`src/rtl/router_arb_pkg.sv`:
```
// Shared types for the router packet-buffer arbiter.
// State and round-robin encodings used across the arbiter slice.
package router_arb_pkg;

  typedef enum logic [1:0] {
    IDLE        = 2'd0,
    READ_BURST  = 2'd1,
    WRITE_BURST = 2'd2
  } arb_state_e;

  typedef enum logic {
    SRV_READ  = 1'b0,
    SRV_WRITE = 1'b1
  } served_e;

  localparam int unsigned DEF_BURST_LEN = 5;

endpackage

```
`src/rtl/router_burst_addr_gen.sv`:
```
// Burst base latch and beat counter, shared by read and write bursts.
// Produces the wrapped beat address and a last-beat flag.
module router_burst_addr_gen
  import router_arb_pkg::*;
#(
  parameter int ADDR_WIDTH = 10,
  parameter int BURST_LEN  = DEF_BURST_LEN
) (
  input  logic                  clk,
  input  logic                  rst_n,
  input  logic                  load,
  input  logic [ADDR_WIDTH-1:0] base_in,
  input  logic                  advance,
  input  logic                  clear,
  output logic [ADDR_WIDTH-1:0] addr,
  output logic                  last
);

  localparam int BW = $clog2(BURST_LEN) + 1;
  localparam logic [BW-1:0] LAST_BEAT = BW'(BURST_LEN - 1);

  logic [ADDR_WIDTH-1:0] base;
  logic [BW-1:0]         beat;

  always_ff @(posedge clk or negedge rst_n) begin
    if (!rst_n) begin
      base <= '0;
      beat <= '0;
    end else if (load) begin
      base <= base_in;
      beat <= '0;
    end else if (clear || (advance && last)) begin
      beat <= '0;
    end else if (advance) begin
      beat <= beat + BW'(1);
    end
  end

  // >= keeps the flag asserted if the counter ever overshoots
  assign last = (beat >= LAST_BEAT);
  assign addr = base + ADDR_WIDTH'(beat);

endmodule

```
`src/rtl/router_mem_arbiter.sv`:
```
// Grants read/write bursts from the router controller onto one
// single-port packet buffer, round-robin under contention.
module router_mem_arbiter
  import router_arb_pkg::*;
#(
  parameter int AURORA_DATA_WIDTH = 64,
  parameter int ADDR_WIDTH        = 10,
  parameter int BURST_LEN         = DEF_BURST_LEN
) (
  input  logic                         clk,
  input  logic                         rst_n,
  input  logic                         read_req,
  input  logic [ADDR_WIDTH-1:0]        read_src_addr,
  output logic                         read_gnt,
  output logic                         read_done,
  output logic [AURORA_DATA_WIDTH-1:0] rd_data,
  output logic                         rd_data_valid,
  input  logic                         write_req,
  input  logic [ADDR_WIDTH-1:0]        write_dst_addr,
  input  logic [AURORA_DATA_WIDTH-1:0] write_data,
  output logic                         write_gnt,
  output logic                         write_done,
  output logic                         mem_en,
  output logic                         mem_we,
  output logic [ADDR_WIDTH-1:0]        mem_addr,
  output logic [AURORA_DATA_WIDTH-1:0] mem_wdata,
  input  logic [AURORA_DATA_WIDTH-1:0] mem_rdata
);

  arb_state_e state, state_nx;
  served_e    last_served, served_nx;

  logic                  load;
  logic                  advance;
  logic                  clear;
  logic                  last;
  logic [ADDR_WIDTH-1:0] base_in;
  logic [ADDR_WIDTH-1:0] addr;
  logic                  rd_valid_q;

  router_burst_addr_gen #(
    .ADDR_WIDTH(ADDR_WIDTH),
    .BURST_LEN (BURST_LEN)
  ) u_addr_gen (
    .clk    (clk),
    .rst_n  (rst_n),
    .load   (load),
    .base_in(base_in),
    .advance(advance),
    .clear  (clear),
    .addr   (addr),
    .last   (last)
  );

  always_ff @(posedge clk or negedge rst_n) begin
    if (!rst_n) begin
      state       <= IDLE;
      last_served <= SRV_WRITE;
      rd_valid_q  <= 1'b0;
    end else begin
      state       <= state_nx;
      last_served <= served_nx;
      rd_valid_q  <= read_gnt;
    end
  end

  always_comb begin
    state_nx  = state;
    served_nx = last_served;
    load      = 1'b0;
    base_in   = read_src_addr;
    advance   = 1'b0;
    clear     = 1'b0;
    read_gnt  = 1'b0;
    write_gnt = 1'b0;
    unique case (state)
      IDLE: begin
        if (read_req && (!write_req || last_served == SRV_WRITE)) begin
          state_nx = READ_BURST;
          load     = 1'b1;
          base_in  = read_src_addr;
        end else if (write_req) begin
          state_nx = WRITE_BURST;
          load     = 1'b1;
          base_in  = write_dst_addr;
        end
      end
      READ_BURST: begin
        read_gnt = read_req;
        advance  = read_req;
        clear    = !read_req;
        if (!read_req || last) begin
          state_nx  = IDLE;
          served_nx = SRV_READ;
        end
      end
      WRITE_BURST: begin
        write_gnt = write_req;
        advance   = write_req;
        clear     = !write_req;
        if (!write_req || last) begin
          state_nx  = IDLE;
          served_nx = SRV_WRITE;
        end
      end
      default: state_nx = IDLE;
    endcase
  end

  assign read_done     = read_gnt && last;
  assign write_done    = write_gnt && last;
  assign mem_en        = read_gnt || write_gnt;
  assign mem_we        = write_gnt;
  assign mem_addr      = mem_en ? addr : '0;
  assign mem_wdata     = write_gnt ? write_data : '0;
  assign rd_data       = mem_rdata;
  assign rd_data_valid = rd_valid_q;

endmodule

```
`config.mk`:
```
export PLATFORM = sky130hd
export DESIGN_NAME = router_mem_arbiter
export DESIGN_NICKNAME = d
export VERILOG_FILES = /design/src/rtl/router_arb_pkg.sv /design/src/rtl/router_burst_addr_gen.sv /design/src/rtl/router_mem_arbiter.sv
export SDC_FILE = /design/constraint.sdc
export NUM_CORES = 1
export LEC_CHECK = 0
export ABC_AREA = 1
export CAP_MARGIN = 0
export CORE_AREA = 2 2 115 117
export CTS_CLUSTER_SIZE = 40
export DETAILED_ROUTE_END_ITERATION = 7
export DIE_AREA = 0 0 117 119
export MAX_ROUTING_LAYER = met4
export PLACE_DENSITY = 0.72
export SKIP_CTS_REPAIR_TIMING = 1
export SLEW_MARGIN = 20
export SYNTH_ARGS = -nofsm -noshare
export SYNTH_HDL_FRONTEND = slang
export SYNTH_SLANG_ARGS = --single-unit
export TNS_END_PERCENT = 1
```
`constraint.sdc`:
```
create_clock -name clk -period 4.83 [get_ports clk]
set_input_delay 0.966 -clock clk [delete_from_list [all_inputs] [get_ports clk]]
set_output_delay 0.966 -clock clk [all_outputs]
set_load 0.02 [all_outputs]
```
## Word level (Yosys, flattened, before mapping)

Index checks and enable logic that the tools add are counted.
Widths: inputs -> output; s select.

| word-level totals | value |
|---|---|
| memory bits (writable) | 0 |
| memories | 0 |
| latch bits | 0 |
| bits in read-only memories | 0 |
| input bits | 152 |
| register bits after elaboration | 18 |
| output and inout bits | 145 |

| cells by class | value |
|---|---|
| shifts and indexed selects | 0 |
| magnitude comparators | 1 |
| bitwise operators | 0 |
| mux-type cells | 23 |
| reductions and logical operators | 16 |
| multiply operators | 0 |
| $add $sub $neg | 2 |
| equal/unequal tests | 5 |
| div/mod/pow operators | 0 |

Operators by type and width:

| operator | number |
|---|---|
| $mux 64 | 1 |
| $mux 10 | 4 |
| $mux 4 | 3 |
| $add 10x4->10 | 1 |
| $mux 2 | 4 |
| $mux 1 | 7 |
| $pmux 1 s2 | 3 |
| $pmux 2 s3 | 1 |
| $reduce_and 3->1 | 2 |
| $logic_or 1x1->1 | 5 |
| $add 4x1->4 const B | 1 |
| $ge 4x3->1 const B | 1 |
| $logic_and 1x1->1 | 4 |
| $ne 2x2->1 const B | 2 |
| $ne 3x3->1 const B | 1 |
| $reduce_bool 3->1 | 1 |
| $eq 2x1->1 const B | 1 |
| $eq 2x2->1 const B | 1 |
| $logic_not 1->1 | 2 |
| $logic_not 2->1 | 1 |
| $reduce_bool 2->1 | 1 |

## Logic depth before layout (Yosys ltp)

| logic depth | value |
|---|---|
| word-level depth | 6 |
| mapped depth | 9 |
| mapped depth without buffers | 9 |

## Hierarchy

A second synthesis with hierarchy kept.

| second synthesis, totals | value |
|---|---|
| cell total of the unflattened synthesis | 423 |
| area, all modules | 2810.2 um2 |

By module, submodules not included:

| module | instances | area an instance (um2) | cells each |
|---|---|---|---|
| router_mem_arbiter | 1 | 1894.3 | 303 |
| router_burst_addr_gen | 1 | 915.9 | 120 |

## Worst setup path before layout

No wires, ideal clock.

| timing | value |
|---|---|
| path kind | register -> output |
| start | register u_addr_gen.beat[0] |
| end | output port mem_addr[4] |
| path slack | 2.133 ns |
| data arrival time | 1.731 ns |
| stages on the path, launching flop included | 8 |
| required time | 3.864 ns |
| cell sequence | dfrtp_1 > ha_1 > fa_1 > nand3_1 > nand2_1 > nand2_1 > nand2_1 > a31oi_1 |

| between the ends | value |
|---|---|
| cells in the longest elaborated chain, start to end | 2 |

RTL lines:

| element | line | text |
|---|---|---|
| start: declaration | router_burst_addr_gen.sv:23 | `logic [BW-1:0] beat;` |
| start signal: assignment | router_burst_addr_gen.sv:35 | `beat <= beat + BW'(1);` |
| $add 10x4->10 | router_burst_addr_gen.sv:41 | `assign addr = base + ADDR_WIDTH'(beat);` |
| $mux 10 | router_mem_arbiter.sv:114 | `assign mem_addr = mem_en ? addr : '0;` |
| end: declaration | router_mem_arbiter.sv:25 | `output logic [ADDR_WIDTH-1:0] mem_addr,` |

No other way between the ends.

## Final worst setup path

| timing | value |
|---|---|
| start | input port write_req |
| end | output port write_gnt |

| between the ends | value |
|---|---|
| cells in the longest elaborated chain, start to end | 1 |

RTL lines:

| element | line | text |
|---|---|---|
| start: declaration | router_mem_arbiter.sv:18 | `input logic write_req,` |
| $mux 1 | router_mem_arbiter.sv:76 | `unique case (state)` |
| end: declaration | router_mem_arbiter.sv:21 | `output logic write_gnt,` |

No other way between the ends.

==> results.cfg <==
[clock_tree]
clock_sinks = 18
insertion_delay_ns = 0.25
path_clk_slew_ns = 0.05
cts_buffers = 3
cts_tree = yes
cts_root_buf = clkbuf_16
cts_buffer_depth = 2
htreeDepth = 1

[die]
fp.dieArea_mm2 = 0.01392
rows = 42
die_x_um = 117
start_util_pct = 18.66
ioPinCount = 297
core_area_mm2 = 0.01287
die_h_um = 119

[detailed_routing]
routed-via-count = 2534
dr.pass1.iters = 4
vias_per_cell = 3.721
drtIter0Drc = 148
ant_nets = 0
wl_per_cell_um = 12.53
totalWireLength_um = 8534
route.detailed.drc = 0

[worst_setup_path]
worstRegToRegCells = 6
crit_path_start_kind = input port
worst_setup_path_end_kind = output pin
path_delay_family = buffers and inverters
worst-path-buf-inv = 5
cpMaxStageDelayCell = clkdlybuf4s50_1
critical_path.max_fanout = 66
path_cells = clkdlybuf4s50_1, buf_4, nand2_2, buf_4, inv_1, clkdlybuf4s50_1
worstPathArrival_ns = 2.95
crit_path_max_incr_delay_ns = 0.62
cp.depth = 6
worst-setup-path-type = input port to output pin
r2r_slack_ns = 2.68
critical_path_required_ns = 3.86

[final_layout]
area_delta_synth_final_pct = 60.31
final_cells = 681
post-route-util_pct = 29.91
nets = 666
drive_gt1_share_pct = 3.175

[logic_synthesis]
synthTopCellsByCount = 102 x inv_1, 79 x nor2_1, 67 x buf_4
yosysSeqAreaShare_pct = 18.80
syn_nets = 569
netlist_instances = 408
synthMostInstantiatedCell = inv_1
synthArstFlopShare_pct = 100.0
post-synth-top-area-fraction_pct = 20.94
synth_compound_area_share_pct = 4.740
synth_seq_cells = 18
synth_edf_count = 0
yosys_warnings = 0
synthAdderAreaFrac_pct = 5.000
synth-simple-area-share_pct = 31.20
synthXorXnorAreaFrac_pct = 0.7292
synth.area.mux_share_pct = 0
ys.flop_type = dfrtp_1
netlist_area_mm2 = 0.002402
synth_area_leader_cell = buf_4
avgSynthCellArea_um2 = 5.888
ys_types = 26
ys_top_cells_by_area = buf_4 21%, dfrtp_1 18%, inv_1 16%
synth_top_family_by_area = buffers and inverters

[timing]
slew_violations = 0
max_freq_mhz = 255.6
rsz0062_at_grt = no
fin_crit_ns = 3.913
fin_tns_setup_ns = 0
finClkSkew_ns = 0.003157
setup_viol = 0
tightest_slew_ns = 0.8339
slew_headroom_pct = 44.23
hold_violations = 0
period_share_pct = 81.02

[global_routing]
antenna_found_initial = 1
grt_util_all_layers_pct = 11.99
grt_max_degree = 67
globalRouteOverflowTotal = 0
grt_pass1_wl_um = 12810
grt_pass1_vias = 2414

[placement]
dp_hpwl_um = 7039
place_congestion = 0.8303
place.detailed.instances = 676
port_buffers = 168

[power_and_ir_drop]
peakVddDrop_v = 0.0001571
power_leakage_nw = 1.978
powerDensity_mw_per_mm2 = 380.9

[run_status]
outcome = finished clean

[min_path]
min_path_type = flop to flop
min_path_cells = 2

[job]
cap_violations = 0
[stage by stage]
stage               setup WS, ns  hold WS [ns]  total power [mW]  cell area, um2
global route              0.8057        0.5228             1.589            3851
floorplan                  2.133        0.4531            0.9442            2402
finish                    0.9170        0.4936             1.467            3851
global placement          0.8870        0.4734             1.285            3760
detailed placement        0.9063        0.4747             1.294            3760
CTS                       0.8979        0.4890             1.486            3849
[flip-flops by register name, summed over array words and instances (netlist names)]
name	flops
u_addr_gen.base	10
u_addr_gen.beat	4
state	2
last_served	1
rd_data_valid	1
[layer usage]
metal  part of all wire (%)  up-vias  wire (um)  global-route usage (%)
met2                     42      109       3619                   17.88
li1                       -     1327          -                       -
met3                    8.6       48        730                   3.003
met5                      0        -          0                       -
met1                     42     1050       3608                   14.06
met4                    6.7        0        575                   8.088
[worst min-delay path: stages (launching register included)]
cell	delay [ns]
dfrtp_1	0.35
nand2_1	0.06
nand2_1	0.05
[kinds of logic (layout without fill, tap and decap cells)]
kind of cell / count (synthesis) / in the layout
DFF: 18 / 18
AOI/OAI and AO/OA: 19 / 19
buffers and inverters: 182 / 278
and+or+nand+nor: 178 / 178
xor gates and xnor gates: 2 / 2
adders and majority gates: 9 / 9
other: 0 / 1
[worst paths after layout]
check                              startpoint            endpoint
max                                 write_req           write_gnt
min                        u_addr_gen.base[2]  u_addr_gen.base[2]
max reg2reg                          state[0]  u_addr_gen.beat[3]
min reg2reg                u_addr_gen.base[2]  u_addr_gen.base[2]
max in group asynchronous               rst_n  u_addr_gen.base[2]
min in group asynchronous               rst_n  u_addr_gen.base[9]
[area by class of cell]
type	instances	area, um2
Tap cell	176	220.2
Sequential cell	18	451.7
Multi-Input combinational cell	208	1001
Inverter	104	390.4
Fill cell	1398	9024
Timing Repair Buffer	170	1697
Clock buffer	4	88.84
Antenna cell	1	2.502
[layout by cell type, fill, tap and decap left out]
cell / netlist / routed
nand4_1: 14 / 14
nand3_1: 18 / 18
nand3_2: 1 / 1
diode_2: 0 / 1
o31ai_1: 1 / 1
nor2_1: 79 / 79
a21oi_1: 8 / 8
inv_1: 102 / 102
and3_1: 1 / 1
dfrtp_1: 17 / 17
clkdlybuf4s50_1: 0 / 168
inv_2: 2 / 2
o21ai_4: 1 / 1
dfstp_2: 1 / 1
or2_0: 1 / 1
nand2_1: 59 / 59
o21ai_1: 5 / 5
buf_4: 67 / 2
nor2_2: 1 / 1
a31oi_1: 4 / 4
ha_1: 8 / 8
clkbuf_8: 0 / 1
nand2_2: 4 / 4
fa_1: 1 / 1
xor2_1: 1 / 1
clkbuf_16: 0 / 3
xnor2_1: 1 / 1
[report_power, final]
group | internal [mW] | switching (mW)
Sequential | 0.215 | 0.0550
Combinational | 0.430 | 0.584
Clock | 0.126 | 0.0571
Total | 0.771 | 0.696
(Power assumes the default switching activity.)
